<file path="config.mk">
export PLATFORM = sky130hd
export DESIGN_NAME = spi_arb
export DESIGN_NICKNAME = d
export VERILOG_FILES = /design/src/rtl/spi_arb.sv
export SDC_FILE = /design/constraint.sdc
export NUM_CORES = 1
export LEC_CHECK = 0
export CORE_ASPECT_RATIO = 1.25
export CORE_MARGIN = 4
export CORE_UTILIZATION = 45
export CTS_BUF_LIST = sky130_fd_sc_hd__clkbuf_4 sky130_fd_sc_hd__clkbuf_8
export DETAILED_ROUTE_END_ITERATION = 7
export GPL_ROUTABILITY_DRIVEN = 0
export PLACE_DENSITY_LB_ADDON = 0.08
export SLEW_MARGIN = 20
export SYNTH_ARGS = -nofsm -noshare
export SYNTH_HDL_FRONTEND = slang
export SYNTH_SLANG_ARGS = --single-unit
</file>
<file path="constraint.sdc">
create_clock -name clk -period 3.4 [get_ports clk]
set_input_delay 0.51 -clock clk [delete_from_list [all_inputs] [get_ports clk]]
set_output_delay 0.51 -clock clk [all_outputs]
set_load 0.02 [all_outputs]
</file>
<file path="src/rtl/spi_arb.sv">
`timescale 1ns/1ps
// spi_arb: round-robin arbiter sharing one SPI master among three requesters.
// Latency: req sampled at edge k -> gnt/spi_wrt in cycle k+1; spi_done in cycle d -> ack in d+1.
// Backpressure: one transaction in flight; req held until ack, ignored during BUSY and GAP.
//
// Ports:
//   clk, rst          system clock, asynchronous active-high reset
//   req_i[2:0]        per-requester request, held until that requester's ack
//   req_cmd_i[47:0]   requester i command in bits [16i+15:16i]
//   gnt_o[2:0]        one-hot grant, issue through completion
//   ack_o[2:0]        one-cycle completion pulse to the granted requester
//   err_o             one-cycle pulse with ack when the transaction timed out
//   resp_data_o       read data, valid with ack, held until the next ack
//   spi_wrt_o         one-cycle start strobe to the SPI master
//   spi_cmd_o         latched command, held until the next issue
//   spi_done_i        master completion pulse (only honoured in BUSY)
//   spi_rd_data_i     master read data, sampled with spi_done_i
module spi_arb #(
    parameter int GAP_CYC = 4,
    parameter int TIMEOUT = 2048
) (
    input  logic        clk,
    input  logic        rst,
    input  logic [2:0]  req_i,
    input  logic [47:0] req_cmd_i,
    output logic [2:0]  gnt_o,
    output logic [2:0]  ack_o,
    output logic        err_o,
    output logic [15:0] resp_data_o,
    output logic        spi_wrt_o,
    output logic [15:0] spi_cmd_o,
    input  logic        spi_done_i,
    input  logic [15:0] spi_rd_data_i
);

    localparam int WD_W = $clog2(TIMEOUT) + 1;
    localparam int GP_W = $clog2(GAP_CYC) + 1;
    localparam logic [WD_W-1:0] WD_LAST = WD_W'(TIMEOUT - 1);
    // With GAP_CYC=0 the GAP state is never entered, so this value goes unused.
    localparam logic [GP_W-1:0] GP_LAST = GP_W'((GAP_CYC > 0) ? (GAP_CYC - 1) : 0);

    typedef enum logic [1:0] {
        S_IDLE = 2'd0,
        S_BUSY = 2'd1,
        S_GAP  = 2'd2
    } state_t;

    state_t          state_q;
    logic [1:0]      ptr_q;
    logic [1:0]      own_q;
    logic [WD_W-1:0] wdog_q;
    logic [WD_W-1:0] wdog_d;
    logic [GP_W-1:0] gap_q;
    logic [GP_W-1:0] gap_d;
    logic [2:0]      gnt_q;
    logic [2:0]      ack_q;
    logic            err_q;
    logic [15:0]     resp_data_q;
    logic            spi_wrt_q;
    logic [15:0]     spi_cmd_q;

    logic            win_vld;
    logic [1:0]      win_idx;
    logic            finish;

    // Round-robin search starting at ptr_q: first requester with req high wins.
    always_comb begin
        int         cand_int;
        logic [1:0] cand;
        win_vld = 1'b0;
        win_idx = ptr_q;
        for (int k = 0; k < 3; k++) begin
            cand_int = int'(ptr_q) + k;
            if (cand_int >= 3) begin
                cand_int = cand_int - 3;
            end
            cand = 2'(cand_int);
            if (!win_vld && req_i[cand]) begin
                win_vld = 1'b1;
                win_idx = cand;
            end
        end
    end

    // Saturating counters: they stop at all-ones instead of wrapping.
    always_comb begin
        wdog_d = (wdog_q == '1) ? wdog_q : wdog_q + WD_W'(1);
        gap_d  = (gap_q == '1) ? gap_q : gap_q + GP_W'(1);
    end

    // Done takes precedence over the watchdog when both hit in the same cycle.
    assign finish = spi_done_i || (wdog_q == WD_LAST);

    always_ff @(posedge clk or posedge rst) begin
        if (rst) begin
            state_q     <= S_IDLE;
            ptr_q       <= 2'd0;
            own_q       <= 2'd0;
            wdog_q      <= '0;
            gap_q       <= '0;
            gnt_q       <= 3'b000;
            ack_q       <= 3'b000;
            err_q       <= 1'b0;
            resp_data_q <= 16'h0000;
            spi_wrt_q   <= 1'b0;
            spi_cmd_q   <= 16'h0000;
        end else begin
            spi_wrt_q <= 1'b0;
            ack_q     <= 3'b000;
            err_q     <= 1'b0;
            case (state_q)
                S_IDLE: begin
                    if (win_vld) begin
                        own_q     <= win_idx;
                        gnt_q     <= 3'b001 << win_idx;
                        spi_cmd_q <= req_cmd_i[16*win_idx +: 16];
                        spi_wrt_q <= 1'b1;
                        wdog_q    <= '0;
                        state_q   <= S_BUSY;
                    end
                end
                S_BUSY: begin
                    wdog_q <= wdog_d;
                    if (finish) begin
                        resp_data_q <= spi_done_i ? spi_rd_data_i : 16'h0000;
                        err_q       <= !spi_done_i;
                        ack_q       <= gnt_q;
                        gnt_q       <= 3'b000;
                        ptr_q       <= (own_q == 2'd2) ? 2'd0 : own_q + 2'd1;
                        gap_q       <= '0;
                        state_q     <= (GAP_CYC == 0) ? S_IDLE : S_GAP;
                    end
                end
                S_GAP: begin
                    if (gap_q == GP_LAST) begin
                        state_q <= S_IDLE;
                    end else begin
                        gap_q <= gap_d;
                    end
                end
                default: begin
                    state_q <= S_IDLE;
                end
            endcase
        end
    end

    assign gnt_o       = gnt_q;
    assign ack_o       = ack_q;
    assign err_o       = err_q;
    assign resp_data_o = resp_data_q;
    assign spi_wrt_o   = spi_wrt_q;
    assign spi_cmd_o   = spi_cmd_q;

endmodule
</file>
==> flow_summary.toml, run 1 <==
[status]
status = "completed"

[logic_synthesis]
synth-xor-area-share = 0.0149
postSynthCellCount = 267
synth_top_family_by_area = "compound AO/OA/AOI/OAI gates"
synth-edff-count = 0
muxShareOfSynthArea = 0.0735
post_synth.cell_area_avg_um2 = 11.0
synth_area_leader_cell = "dfrtp_1"
yosys.area_share.simple = 0.107
seq_area_frac_synth = 0.518
synth-compound-area-share = 0.204
ys.flop_type = "dfrtp_1"
yosys_warnings = 0
syn_nets = 345
synth_area_leaders = "dfrtp_1 (52%), mux2i_1 (6.5%), a22o_1 (4.8%)"
synth.top_cell.area_share = 0.518
async_flop_share = 1.00
synthAdderAreaFrac = 0.0340
synth-seq-cells = 61
synth_area_um2 = 2940
synthDistinctLibCells = 49

[global_routing]
grt_pass1_wl_mm = 11.8
gr-total-overflow = 0
grt_util_all_layers = 0.190
grt_pass1_vias = 2584
grt_antenna_before_repair = 0
grt_max_degree = 62

[cells_and_area]
n_fill_cell = 500
finalNetCount = 454
final_cell_mix = "clkdlybuf4s50_1 (109), dfrtp_1 (61), o21ai_0 (26), mux2i_1 (19)"
n_antenna_cell = 0
final_util = 0.688
final_common_cell = "clkdlybuf4s50_1"
synthToLayoutAreaGrowth_pct = 46.0
fin_cells = 466
final_area_um2 = 4300
drive_gt1_frac = 0.0787

[sta]
min_period_ns = 2.76
skew_ns = 0.00469
period_share = 0.811
slew_viol_final = 0
hold_viol = 0
clock.fmax_mhz = 363
rsz0062_at_grt = "false"
finalSetupViolCount = 0
setup_tns_ns = 0
worstMarginPinSlew_ns = 0.759
slew_headroom = 0.494
hold_ws_ns = 0.485

[cts]
cts-root-buf = "clkbuf_8"
cts_made_buffers = 9
cts_buffer_depth = 2
clk_latency_ns = 0.33
cts_tree = "built"
hold_buffers = 0
post_cts_buffers = 0
post_cts_resized = 0
clk_pin_slew_ns = 0.06
h-tree-depth = 3
cts_sinks = 61

[routing]
drtIter0Drc = 153
drtPass1Iterations = 4
drc = 0
postRouteWirelength_mm = 7.04
avgViaCountPerCell = 5.40
ant_nets = 0
avgRoutedWirePerCell_um = 15.1
vias = 2517

[floorplan]
row_count = 32
die_x_um = 80.3
floorplan.initialDensity = 0.471
die_h_um = 98.4
die_area_um2 = 7910
coreArea_um2 = 6250
ioPinCount = 110

[setup_path]
crit_chain = "inv_1, ha_1, mux2_2, a21oi_4, a311o_1, inv_4, o211a_1, a22oi_1, o21ai_0"
critPathRequiredTime_ns = 3.59
path_max_fanout = 18
crit_path_start_kind = "flop"
end_kind = "flop"
worst_path_max_delay_cell = "dfrtp_1"
critical-path-max-stage-delay_ns = 0.45
crit_type = "flop to flop"
crit_arrival_ns = 2.95

[place]
placed_cell_area_um2 = 4080
dp_cells = 450
place_hpwl_mm = 5.08
port_buffers = 109

[hold_path]
min_path_type = "flop to flop"

[pwr]
vdd_drop_max_mv = 0.291
power_density_nw_per_um2 = 391
power_leakage_uw = 0.00186

[job]
cap_violations = 0
layout make-up:
type / instances / area [µm²] / area share
Timing Repair Buffer: 113 / 1120 / 0.261
Multi-Input combinational cell: 180 / 1280 / 0.299
Clock buffer: 13 / 173 / 0.0402
Inverter: 11 / 43.8 / 0.0102
Sequential cell: 61 / 1530 / 0.355
Clock inverter: 3 / 42.5 / 0.00990
Tap cell: 85 / 106 / 0.0247
stage by stage:
stage | setup WS (ns) | total power [µW]
6_report | 0.643 | 1680
5_1_grt | 0.400 | 1760
4_1_cts | 0.637 | 1700
3_5_place_dp | 0.536 | 1020
3_3_place_gp | 0.651 | 1020
2_1_floorplan | 0.963 | 881
routing by layer:
layer | global-route usage | vias up | routed length, µm
met5 | 0 | - | 0
met4 | 0.0832 | 0 | 164
met3 | 0.0777 | 14 | 635
met2 | 0.308 | 104 | 3400
met1 | 0.220 | 1200 | 2830
li1 | - | 1199 | -
registers in the layout, summed over array words and instances (netlist names):
signal       cells
ack_o            3
wdog_q          12
own_q            2
gap_q            3
resp_data_o     16
state_q          2
gnt_o            3
ptr_q            2
spi_wrt_o        1
err_o            1
spi_cmd_o       16
critical path: cells and delay by family, from the launching register on:
kind | cells | cell delay [ns]
flip-flops | 1 | 0.45
multiplexers | 1 | 0.41
buffers and inverters | 2 | 0.18
adder cells (fa/ha/maj) | 1 | 0.44
AO/OA/AOI/OAI | 5 | 1.15
path summary, 6_finish.rpt:
path,from,end,slack (ns),depth (start not counted)
worst min register to register,own_q[1]$_DFFE_PP0P_,ptr_q[0]$_DFFE_PP0P_,0.49,1
worst max-delay path,ptr_q[0]$_DFFE_PP0P_,spi_cmd_o[4]$_DFFE_PP0P_,0.64,9
worst max register to register,ptr_q[0]$_DFFE_PP0P_,spi_cmd_o[4]$_DFFE_PP0P_,0.64,9
worst min-delay path,own_q[1]$_DFFE_PP0P_,ptr_q[0]$_DFFE_PP0P_,0.49,1
max in group asynchronous,rst,wdog_q[9]$_DFFE_PP0P_,2.18,3
min in group asynchronous,rst,resp_data_o[11]$_DFFE_PP0P_,0.71,3
power breakdown:
| group | leakage (µW) | total, µW | internal [µW] | switching (µW) |
|---|---|---|---|---|
| registers | 0.000777 | 773 | 754 | 19.0 |
| clock network | 0.000109 | 673 | 406 | 267 |
| logic | 0.000976 | 237 | 142 | 94.5 |
| total | 0.00186 | 1680 | 1300 | 381 |
kinds of logic after synthesis:
logic type | Yosys count
compound gates | 85
simple gates | 61
flops | 61
buf+inv | 26
mux | 21
fa+ha+maj | 8
xor+xnor | 5
synthesized netlist by cell type (2+ instances only):
| cell type | number |
|---|---|
| inv_1 | 10 |
| nand2b_1 | 2 |
| buf_2 | 3 |
| a32o_1 | 2 |
| nor2_1 | 13 |
| o31ai_1 | 2 |
| nand2_1 | 14 |
| a21oi_1 | 6 |
| o21ai_0 | 26 |
| dfrtp_1 | 61 |
| nor2b_1 | 3 |
| or3_1 | 4 |
| clkbuf_1 | 6 |
| nand3_1 | 9 |
| o21a_1 | 2 |
| a22oi_1 | 16 |
| and2_1 | 2 |
| xor2_1 | 4 |
| buf_6 | 3 |
| or4_1 | 2 |
| mux2i_1 | 19 |
| o21ai_1 | 5 |
| nor4_1 | 2 |
| nand4_1 | 2 |
| ha_1 | 8 |
| nor3_1 | 2 |
| a22o_1 | 16 |
| and3b_1 | 2 |
(Power assumes the default switching activity.)
==> inputs of run 2 (changes only) <==
==> constraint.sdc (replaced) <==
create_clock -name clk -period 2.6 [get_ports clk]
set_input_delay 0.39 -clock clk [delete_from_list [all_inputs] [get_ports clk]]
set_output_delay 0.39 -clock clk [all_outputs]
set_load 0.02 [all_outputs]
==> run 2 against run 1 <==
Compared with the run above:
- sequential power up 31%
- count of clock-buffer cells in the layout down 3
- worst setup slack worse by 0.47 ns
- first-iteration DRC count down 40%
- clock power up 6.1%
- via count down 0.44%
- die area unchanged
- critical path depth unchanged
- register-to-register slack worse by 0.47 ns
- wire length up 2.7%
- sequential share of layout area down 0.39 points
- global-route usage down 0.070 points
- critical endpoint is now spi_cmd_o[12]$_DFFE_PP0P_
==> flow_summary.toml, run 2 (synthesis gave the netlist of run 1 again) <==
[routing]
avgRoutedWirePerCell_um = 15.4
drc = 0
drtPass1Iterations = 4
avgViaCountPerCell = 5.33
vias = 2506
drtIter0Drc = 92
ant_nets = 0
postRouteWirelength_mm = 7.23

[global_routing]
grt_max_degree = 62
grt_util_all_layers = 0.190
gr-total-overflow = 0
grt_pass1_vias = 2669
grt_pass1_wl_mm = 11.9
grt_antenna_before_repair = 0

[place]
place_ws_ns = -0.0461
place_hpwl_mm = 5.27
port_buffers = 109
dp_cells = 455

[sta]
min_period_ns = 2.43
finalSetupViolCount = 0
setup_tns_ns = 0
clock.fmax_mhz = 411
slew_headroom = 0.595
skew_ns = 0.00968
setup_slack_ns = 0.168
worstMarginPinSlew_ns = 0.607
slew_viol_final = 0
hold_viol = 0
period_share = 0.935

[setup_path]
rr_worst_depth = 9
critPathRequiredTime_ns = 2.81
crit_arrival_ns = 2.64
crit_path_start_kind = "flop"
rrSetupSlack_ns = 0.17
path_max_fanout = 15
worstSetupStartpoint = "ptr_q[0]$_DFFE_PP0P_"
end_kind = "flop"
rr_startpoint = "ptr_q[0]$_DFFE_PP0P_"
crit_type = "flop to flop"
endpoint = "spi_cmd_o[12]$_DFFE_PP0P_"
r2r-end = "spi_cmd_o[12]$_DFFE_PP0P_"

[cts]
clk_pin_slew_ns = 0.07
cts_made_buffers = 9
clk_latency_ns = 0.33
hold_buffers = 0
cts_buffer_depth = 2
cts_sinks = 61
h-tree-depth = 3
cts-root-buf = "clkbuf_8"
cts_tree = "built"

[pwr]
power_frac_clock = 0.350
p_comb_frac = 0.156
p_int_uw = 1540
power_leakage_uw = 0.00187
netSwitchingFraction = 0.248
vdd_drop_max_mv = 0.297
power_density_nw_per_um2 = 470
switchingPower_uw = 506
finalPower_uw = 2040
seqPwrFrac = 0.495

[floorplan]
die_area_um2 = 7910
row_count = 32
die_h_um = 98.4
coreArea_um2 = 6250
floorplan.initialDensity = 0.471
ioPinCount = 110
die_x_um = 80.3

[cells_and_area]
final_cell_mix = "clkdlybuf4s50_1 (109), dfrtp_1 (61), o21ai_0 (26), mux2i_1 (19)"
fin_cells = 470
drive_gt1_frac = 0.0935
finalNetCount = 459
final_common_cell = "clkdlybuf4s50_1"
synthToLayoutAreaGrowth_pct = 47.6
n_antenna_cell = 0

[status]
status = "completed"

[job]
cap_violations = 0

[hold_path]
min_path_type = "primary input to asynchronous set/reset pin"
==> run 2: cell count changes in the layout (fill, tap and decap cells not counted), sizes merged <==
cell	delta
clkinv	+3
buf	+5
clkbuf	-3
bufinv	-1
==> run 2: worst min path at each step <==
stage                                    start                         end  slack, ns  depth (start not counted)
after floorplan           own_q[1]$_DFFE_PP0P_        ptr_q[0]$_DFFE_PP0P_       0.45                          1
after global placement    own_q[0]$_DFFE_PP0P_        ptr_q[0]$_DFFE_PP0P_       0.47                          1
after detailed placement  own_q[0]$_DFFE_PP0P_        ptr_q[0]$_DFFE_PP0P_       0.48                          1
after CTS                                  rst  resp_data_o[2]$_DFFE_PP0P_       0.46                          3
after global routing                       rst  resp_data_o[2]$_DFFE_PP0P_       0.47                          3
final                                      rst  resp_data_o[2]$_DFFE_PP0P_       0.45                          3
==> run 2: area by class of cell <==
cell class,instances,area (µm²)
clock inverter,5,27.5
fill,504,1900
tap,85,106
sequential,61,1530
multi-input combinational,180,1290
inverter,11,43.8
timing repair buffer,118,1210
clock buffer,10,138
==> run 2: what timing repair did <==
action | CTS | global route
setup buffers | 0 | 0
gates resized for setup | 0 | 3
setup endpoints to repair | 0 | 17
==> run 2: through the flow <==
stage,hold WS [ns],instance area (µm²),utilization
floorplan,0.448,2940,-
global placement,0.467,4170,0.668
detailed placement,0.476,4170,0.668
CTS,0.465,4340,0.694
global route,0.470,4350,0.696
finish,0.450,4350,0.696
==> run 2: critical path: stages (launching register included) <==
cell and delay [ns]:
dfrtp_1 0.35, inv_1 0.07, ha_2 0.39, mux2_2 0.39, a21oi_4 0.19, a311oi_2 0.16, o22ai_4 0.27, buf_12 0.21
mux2i_1 0.20, o21ai_0 0.08
==> run 2: power groups by stage <==
stage	clock (µW)	combinational [µW]	sequential, µW
2_1_floorplan	0	92.3	1060
3_3_place_gp	0	315	1030
3_5_place_dp	0	320	1030
4_1_cts	732	320	1010
5_1_grt	770	342	1020
6_report	714	318	1010
==> run 2: metal layers <==
layer / routed length [µm] / up-vias / track usage
met3: 594 / 13 / 0.0622
met1: 2880 / 1201 / 0.202
met5: 0 / - / 0
met4: 142 / 0 / 0.0780
li1: - / 1205 / -
met2: 3610 / 87 / 0.339
